## src/rtl/fetch_queue.sv

```systemverilog
// fetch_queue: sequential instruction fetch into a PC-tagged FIFO feeding decode via valid/ready.
// Optional FETCH_MISALIGN_CHECK_EN: misaligned redirect targets set a sticky flag and halt fetch.
module fetch_queue #(
  parameter int unsigned DEPTH    = 4,
  parameter logic [31:0] RESET_PC = 32'h0000_0000
) (
  input  logic        clk,
  input  logic        reset,
  output logic        imem_req,
  output logic [31:0] imem_addr,
  input  logic [31:0] imem_rdata,
  input  logic        redirect,
  input  logic [31:0] redirect_pc,
  input  logic        pause,
  input  logic        resume,
  output logic        dec_valid,
  input  logic        dec_ready,
  output logic [31:0] dec_instr,
  output logic [31:0] dec_pc,
  output logic [6:0]  op,
  output logic [2:0]  funct3,
  output logic [6:0]  funct7,
  output logic        halted,
  output logic        misalign
);
  localparam int unsigned PtrW = $clog2(DEPTH);
  localparam int unsigned CntW = PtrW + 1;
  localparam logic [31:0] Nop      = 32'h0000_0013;
  localparam logic [CntW:0] DepthCnt = (CntW + 1)'(DEPTH);

  typedef enum logic [0:0] {StRun, StHalted} state_e;

  state_e          r_state, w_state_d;
  logic [31:0]     r_pc, w_pc_d;
  logic            r_inflight;
  logic [31:0]     r_inflight_pc;
  logic [PtrW-1:0] r_rd_ptr, r_wr_ptr;
  logic [CntW-1:0] r_count, w_count_d;
  logic [31:0]     r_instr_mem [DEPTH];
  logic [31:0]     r_pc_mem    [DEPTH];

  logic            w_pop, w_pause_hs, w_push, w_flush, w_bad_target;
  logic [31:0]     w_target;
  logic [CntW:0]   w_occupancy;

`ifdef FETCH_MISALIGN_CHECK_EN
  logic r_misalign;

  assign w_target     = redirect_pc;
  assign w_bad_target = redirect_pc[1:0] != 2'b00;
  assign misalign     = r_misalign;

  always_ff @(posedge clk) begin
    if (reset) begin
      r_misalign <= 1'b0;
    end else if (redirect && w_bad_target) begin
      r_misalign <= 1'b1;
    end
  end
`else
  assign w_target     = redirect_pc & 32'hFFFF_FFFC;
  assign w_bad_target = 1'b0;
  assign misalign     = 1'b0;
`endif

  assign dec_valid  = (r_state == StRun) && (r_count != '0);
  assign dec_instr  = dec_valid ? r_instr_mem[r_rd_ptr] : Nop;
  assign dec_pc     = dec_valid ? r_pc_mem[r_rd_ptr] : 32'h0;
  assign op         = dec_instr[6:0];
  assign funct3     = dec_instr[14:12];
  assign funct7     = dec_instr[31:25];
  assign halted     = (r_state == StHalted);
  assign imem_addr  = r_pc;

  assign w_pop       = dec_valid && dec_ready;
  assign w_pause_hs  = w_pop && pause;
  // A response still lands unless this cycle flushes the queue.
  assign w_push      = r_inflight && !redirect && !w_pause_hs;
  assign w_occupancy = {1'b0, r_count} + {{CntW{1'b0}}, r_inflight};
  assign imem_req    = !reset && (r_state == StRun) && !redirect &&
                       (w_occupancy < DepthCnt) && !w_pause_hs;

  always_comb begin
    w_state_d = r_state;
    w_pc_d    = r_pc;
    w_flush   = 1'b0;
    if (redirect) begin
      w_flush = 1'b1;
      w_pc_d  = w_target;
      if (w_bad_target) begin
        w_state_d = StHalted;
      end
    end else if (w_pause_hs) begin
      w_flush   = 1'b1;
      w_pc_d    = dec_pc + 32'd4;
      w_state_d = StHalted;
    end else if (r_state == StHalted) begin
      if (resume && !misalign) begin
        w_state_d = StRun;
      end
    end else if (imem_req) begin
      w_pc_d = r_pc + 32'd4;
    end
  end

  always_comb begin
    w_count_d = r_count;
    if (w_flush) begin
      w_count_d = '0;
    end else if (w_push && !w_pop) begin
      w_count_d = r_count + CntW'(1);
    end else if (!w_push && w_pop) begin
      w_count_d = r_count - CntW'(1);
    end
  end

  always_ff @(posedge clk) begin
    if (reset) begin
      r_state       <= StRun;
      r_pc          <= RESET_PC;
      r_inflight    <= 1'b0;
      r_inflight_pc <= 32'h0;
      r_rd_ptr      <= '0;
      r_wr_ptr      <= '0;
      r_count       <= '0;
    end else begin
      r_state    <= w_state_d;
      r_pc       <= w_pc_d;
      r_inflight <= imem_req;
      if (imem_req) begin
        r_inflight_pc <= r_pc;
      end
      if (w_flush) begin
        r_rd_ptr <= '0;
        r_wr_ptr <= '0;
      end else begin
        if (w_push) begin
          r_wr_ptr <= r_wr_ptr + PtrW'(1);
        end
        if (w_pop) begin
          r_rd_ptr <= r_rd_ptr + PtrW'(1);
        end
      end
      r_count <= w_count_d;
    end
  end

  always_ff @(posedge clk) begin
    if (w_push) begin
      r_instr_mem[r_wr_ptr] <= imem_rdata;
      r_pc_mem[r_wr_ptr]    <= r_inflight_pc;
    end
  end

endmodule
```

## config.mk

```make
export PLATFORM = sky130hd
export DESIGN_NAME = fetch_queue
export DESIGN_NICKNAME = d
export VERILOG_FILES = /design/src/rtl/fetch_queue.sv
export SDC_FILE = /design/constraint.sdc
export NUM_CORES = 1
export LEC_CHECK = 0
export ABC_AREA = 1
export CAP_MARGIN = 20
export CORE_UTILIZATION = 54
export CTS_CLUSTER_SIZE = 8
export DETAILED_ROUTE_END_ITERATION = 8
export GPL_TIMING_DRIVEN = 0
export PLACE_DENSITY_LB_ADDON = 0.1
export SKIP_LAST_GASP = 1
export SLEW_MARGIN = 20
export SYNTH_ARGS = -nofsm -noshare
export SYNTH_HDL_FRONTEND = slang
export SYNTH_SLANG_ARGS = --single-unit
```

## constraint.sdc

```tcl
create_clock -name clk -period 6.9 [get_ports clk]
set_input_delay 1.035 -clock clk [delete_from_list [all_inputs] [get_ports clk]]
set_output_delay 1.035 -clock clk [all_outputs]
set_load 0.02 [all_outputs]
```

==> impl_metrics.ini <==
[sta]
period_needed_ps = 4800
max-slew-margin-rel_pct = 49.2
hold_viol_final = 0
setup_viol = 0
setup_tns_ps = 0
skew_ps = 14.0
layout_setup_ws_ps = 2100
fmax_mhz = 208
worst_slew_pin_slew_ps = 762
timing.hold.ws_ps = 502
rsz0062_at_grt = false
finalMaxSlewViolations = 0
fin_crit_sh_pct = 69.6

[critical_path]
path_delay_family = buffers and inverters
crit_buf_inv = 8
cp.depth = 10
path_max_fanout = 10
cpPeakStageDelay_ps = 600
critPathLaunchType = register
path_cells = inv_2 -> buf_6 -> buf_2 -> buf_2 -> buf_2 -> clkbuf_1 -> nor2_1 -> o311ai_0 -> buf_4 -> clkdlybuf4s50_1
cp-end-kind = output pin
crit_slowest_cell = o311ai_0
r2r_cells = 9
cp_common_cell = buf_2
cp_data_arrival_time_ps = 3770
worstPathRequired_ps = 5860
crit_type = register to output pin

[floorplanning]
rows = 59
fp.dieW_um = 166
chipHeight_um = 166
initial_core_util_pct = 55.5
io_pins = 187
die_area_um2 = 27600
coreArea_um2 = 26200

[route]
antenna_left = 0
drtPass1Iterations = 8
viasPerCell = 5.42
vias = 11200
routedWlPerCell_um = 19.1
wirelength_um = 39700
dr.first_iter.drc_count = 1081
drc = 15

[final_layout]
fin_util_pct = 70.6
nFillCells = 1904
syn2layout_area_growth_pct = 27.1
final_nets = 1800
layout-drive-gt1-share_pct = 10.2
final_cells = 2075
final_area_um2 = 18500
antenna_cells = 0

[job]
maxCapViolCount = 0

[worst_hold_path]
hp-class = register to register
whs_path_depth = 0

[logic_synthesis]
yosysSeqAreaShare_pct = 63.2
synthesis.area_um2 = 14500
avgSynthCellArea_um2 = 9.84
synthDistinctLibCells = 46
synth_fp_nets = 1555
yosysWarnings = 0
synth-edff-count = 256
syn_inst = 1478
ys.flop_type = edfxtp_1
ys_seq_elements = 331
async_flop_share_pct = 0

[clocking]
post_cts_resized = 0
insertion_delay_ps = 530
clk_pin_slew_ps = 50
cts_buffers = 47
cts_tree = done
htree_num_levels = 2
cts_root_buf = clkbuf_16
cts.sinks = 331
cts_max_path_buffers = 3
ctsHoldBuffers = 0
postCtsSetupRepairBufs = 0

[pwr]
intPower_mw = 3.68
clock_power_share_pct = 42.5
comb_power_share_pct = 11.2
power.total_mw = 4.82
peakVddDrop_v = 0.000201
pwr-share-seq_pct = 46.3
power.switching_mw = 1.14
switching_share_pct = 23.6
powerDensity_nw_per_um2 = 260
leakage_nw = 6.97

[outcome]
violations = DRC
outcome = finished with violations

[placed_design]
dp_hpwl_um = 28000
placed_area_um2 = 17200
gp_congestion = 0.912
numPortBuffers = 182
place_ws_ps = 2240
dp.cells = 2009

[global_route]
grt.overflow.total = 0
track_usage_pct = 29.0
grt_pass1_vias = 10800
grt_max_degree = 22
grt_pass1_wl_um = 60900
antenna_found_initial = 0
-- state kept, by name, summed over array words and instances (netlist names), named ones only --
| name | cells |
|---|---|
| r_pc_mem | 128 |
| r_instr_mem | 128 |
| r_wr_ptr | 2 |
| r_inflight_pc | 32 |
| halted | 1 |
| r_count | 3 |
| r_inflight | 1 |
| imem_addr | 30 |
| r_rd_ptr | 2 |
-- power groups by stage --
| stage | Clock [mW] | Sequential, mW | Combinational, mW |
|---|---|---|---|
| 2_1_floorplan | 0 | 2.27 | 0.272 |
| 3_3_place_gp | 0 | 2.27 | 0.521 |
| 3_5_place_dp | 0 | 2.27 | 0.536 |
| 4_1_cts | 2.06 | 2.23 | 0.540 |
| 5_1_grt | 2.16 | 2.23 | 0.580 |
| 6_report | 2.05 | 2.23 | 0.540 |
-- routing by layer --
metal | GRT usage [%] | up-vias | wire (um)
met1 | 38.1 | 5256 | 16200
met2 | 50.0 | 484 | 19700
met3 | 3.72 | 58 | 2980
met4 | 9.83 | 0 | 900
met5 | 0 | - | 0
li1 | - | 5440 | -
-- worst paths after layout --
check | startpoint | endpoint | slack (ps)
setup / recovery | register | op[1] | 2100
hold / removal | r_inflight_pc[16] | r_pc_mem[0][16] | 500
setup reg to reg | halted | r_instr_mem[0][9] | 4130
hold reg to reg | r_inflight_pc[16] | r_pc_mem[0][16] | 500
-- synth_stat cells, types with 2 or more instances --
cell type,n,area [um^2]
a21oi_1,56,280
a22o_1,5,43.8
a31oi_1,11,68.8
buf_1,10,37.5
buf_2,16,80.1
buf_4,23,173
buf_6,11,124
clkbuf_1,32,120
clkinv_1,3,11.3
dfxtp_1,75,1500
edfxtp_1,256,7690
ha_1,6,75.1
inv_1,95,357
inv_2,5,18.8
nand2_1,355,1330
nand2_2,7,43.8
nand2_4,2,22.5
nand3_1,124,621
nand4_1,5,31.3
nor2_1,207,777
nor2_2,11,68.8
nor2_4,6,67.6
nor3_2,2,20.0
o211ai_1,3,22.5
o21ai_0,98,490
o21ai_1,6,30.0
o21ai_2,19,166
o21bai_1,4,30.0
o311ai_0,3,26.3
xor2_1,6,52.6
-- layout make-up --
cell class / instances / area [um^2] / share of cell area (%)
flip-flops and latches: 331 / 9190 / 49.7
repair buffers: 196 / 2190 / 11.9
clock inverters: 2 / 25.0 / 0.135
well taps: 335 / 419 / 2.27
inverters: 103 / 387 / 2.09
multi-input cells: 951 / 4450 / 24.1
plain buffers: 93 / 549 / 2.97
clock buffers: 64 / 1280 / 6.93
-- kinds of logic (layout without fill, tap and decap cells) --
family,after synthesis,after routing,synth area share [%]
AND/OR/NAND/NOR,725,725,20.9
XOR/XNOR,6,6,0.361
AO/OA/AOI/OAI,212,212,8.42
buffers and inverters,196,458,6.43
other,1,1,0.0258
flip-flops,331,331,63.2
adder cells (fa/ha/maj),7,7,0.654
-- cell usage in the layout, fill, tap and decap left out, types with 4 or more instances in the layout --
master	synthesis	final
nand4_1	5	5
o21ai_2	19	19
inv_2	5	5
a22o_1	5	5
buf_4	23	23
clkbuf_16	0	48
a31oi_1	11	11
buf_2	16	16
nor2_1	207	203
nor2_4	6	10
nand3_1	124	124
dfxtp_1	75	75
nor2_2	11	11
clkdlybuf4s50_1	0	182
nand2_2	7	7
a21oi_1	56	56
xor2_1	6	6
o21ai_1	6	6
inv_1	95	95
clkbuf_1	32	46
buf_1	10	10
o21ai_0	98	98
edfxtp_1	256	256
buf_6	11	11
o21bai_1	4	4
ha_1	6	6
nand2_1	355	355
buf_16	0	12
-- worst reg2reg max path, stage by stage (launching register included) --
cell	delay [ps]
dfxtp_1	410
inv_1	150
nand4_4	170
buf_6	180
buf_6	160
nand2_1	300
nor2_4	470
buf_16	220
buf_12	200
buf_16	200
(Power assumes the default switching activity.)
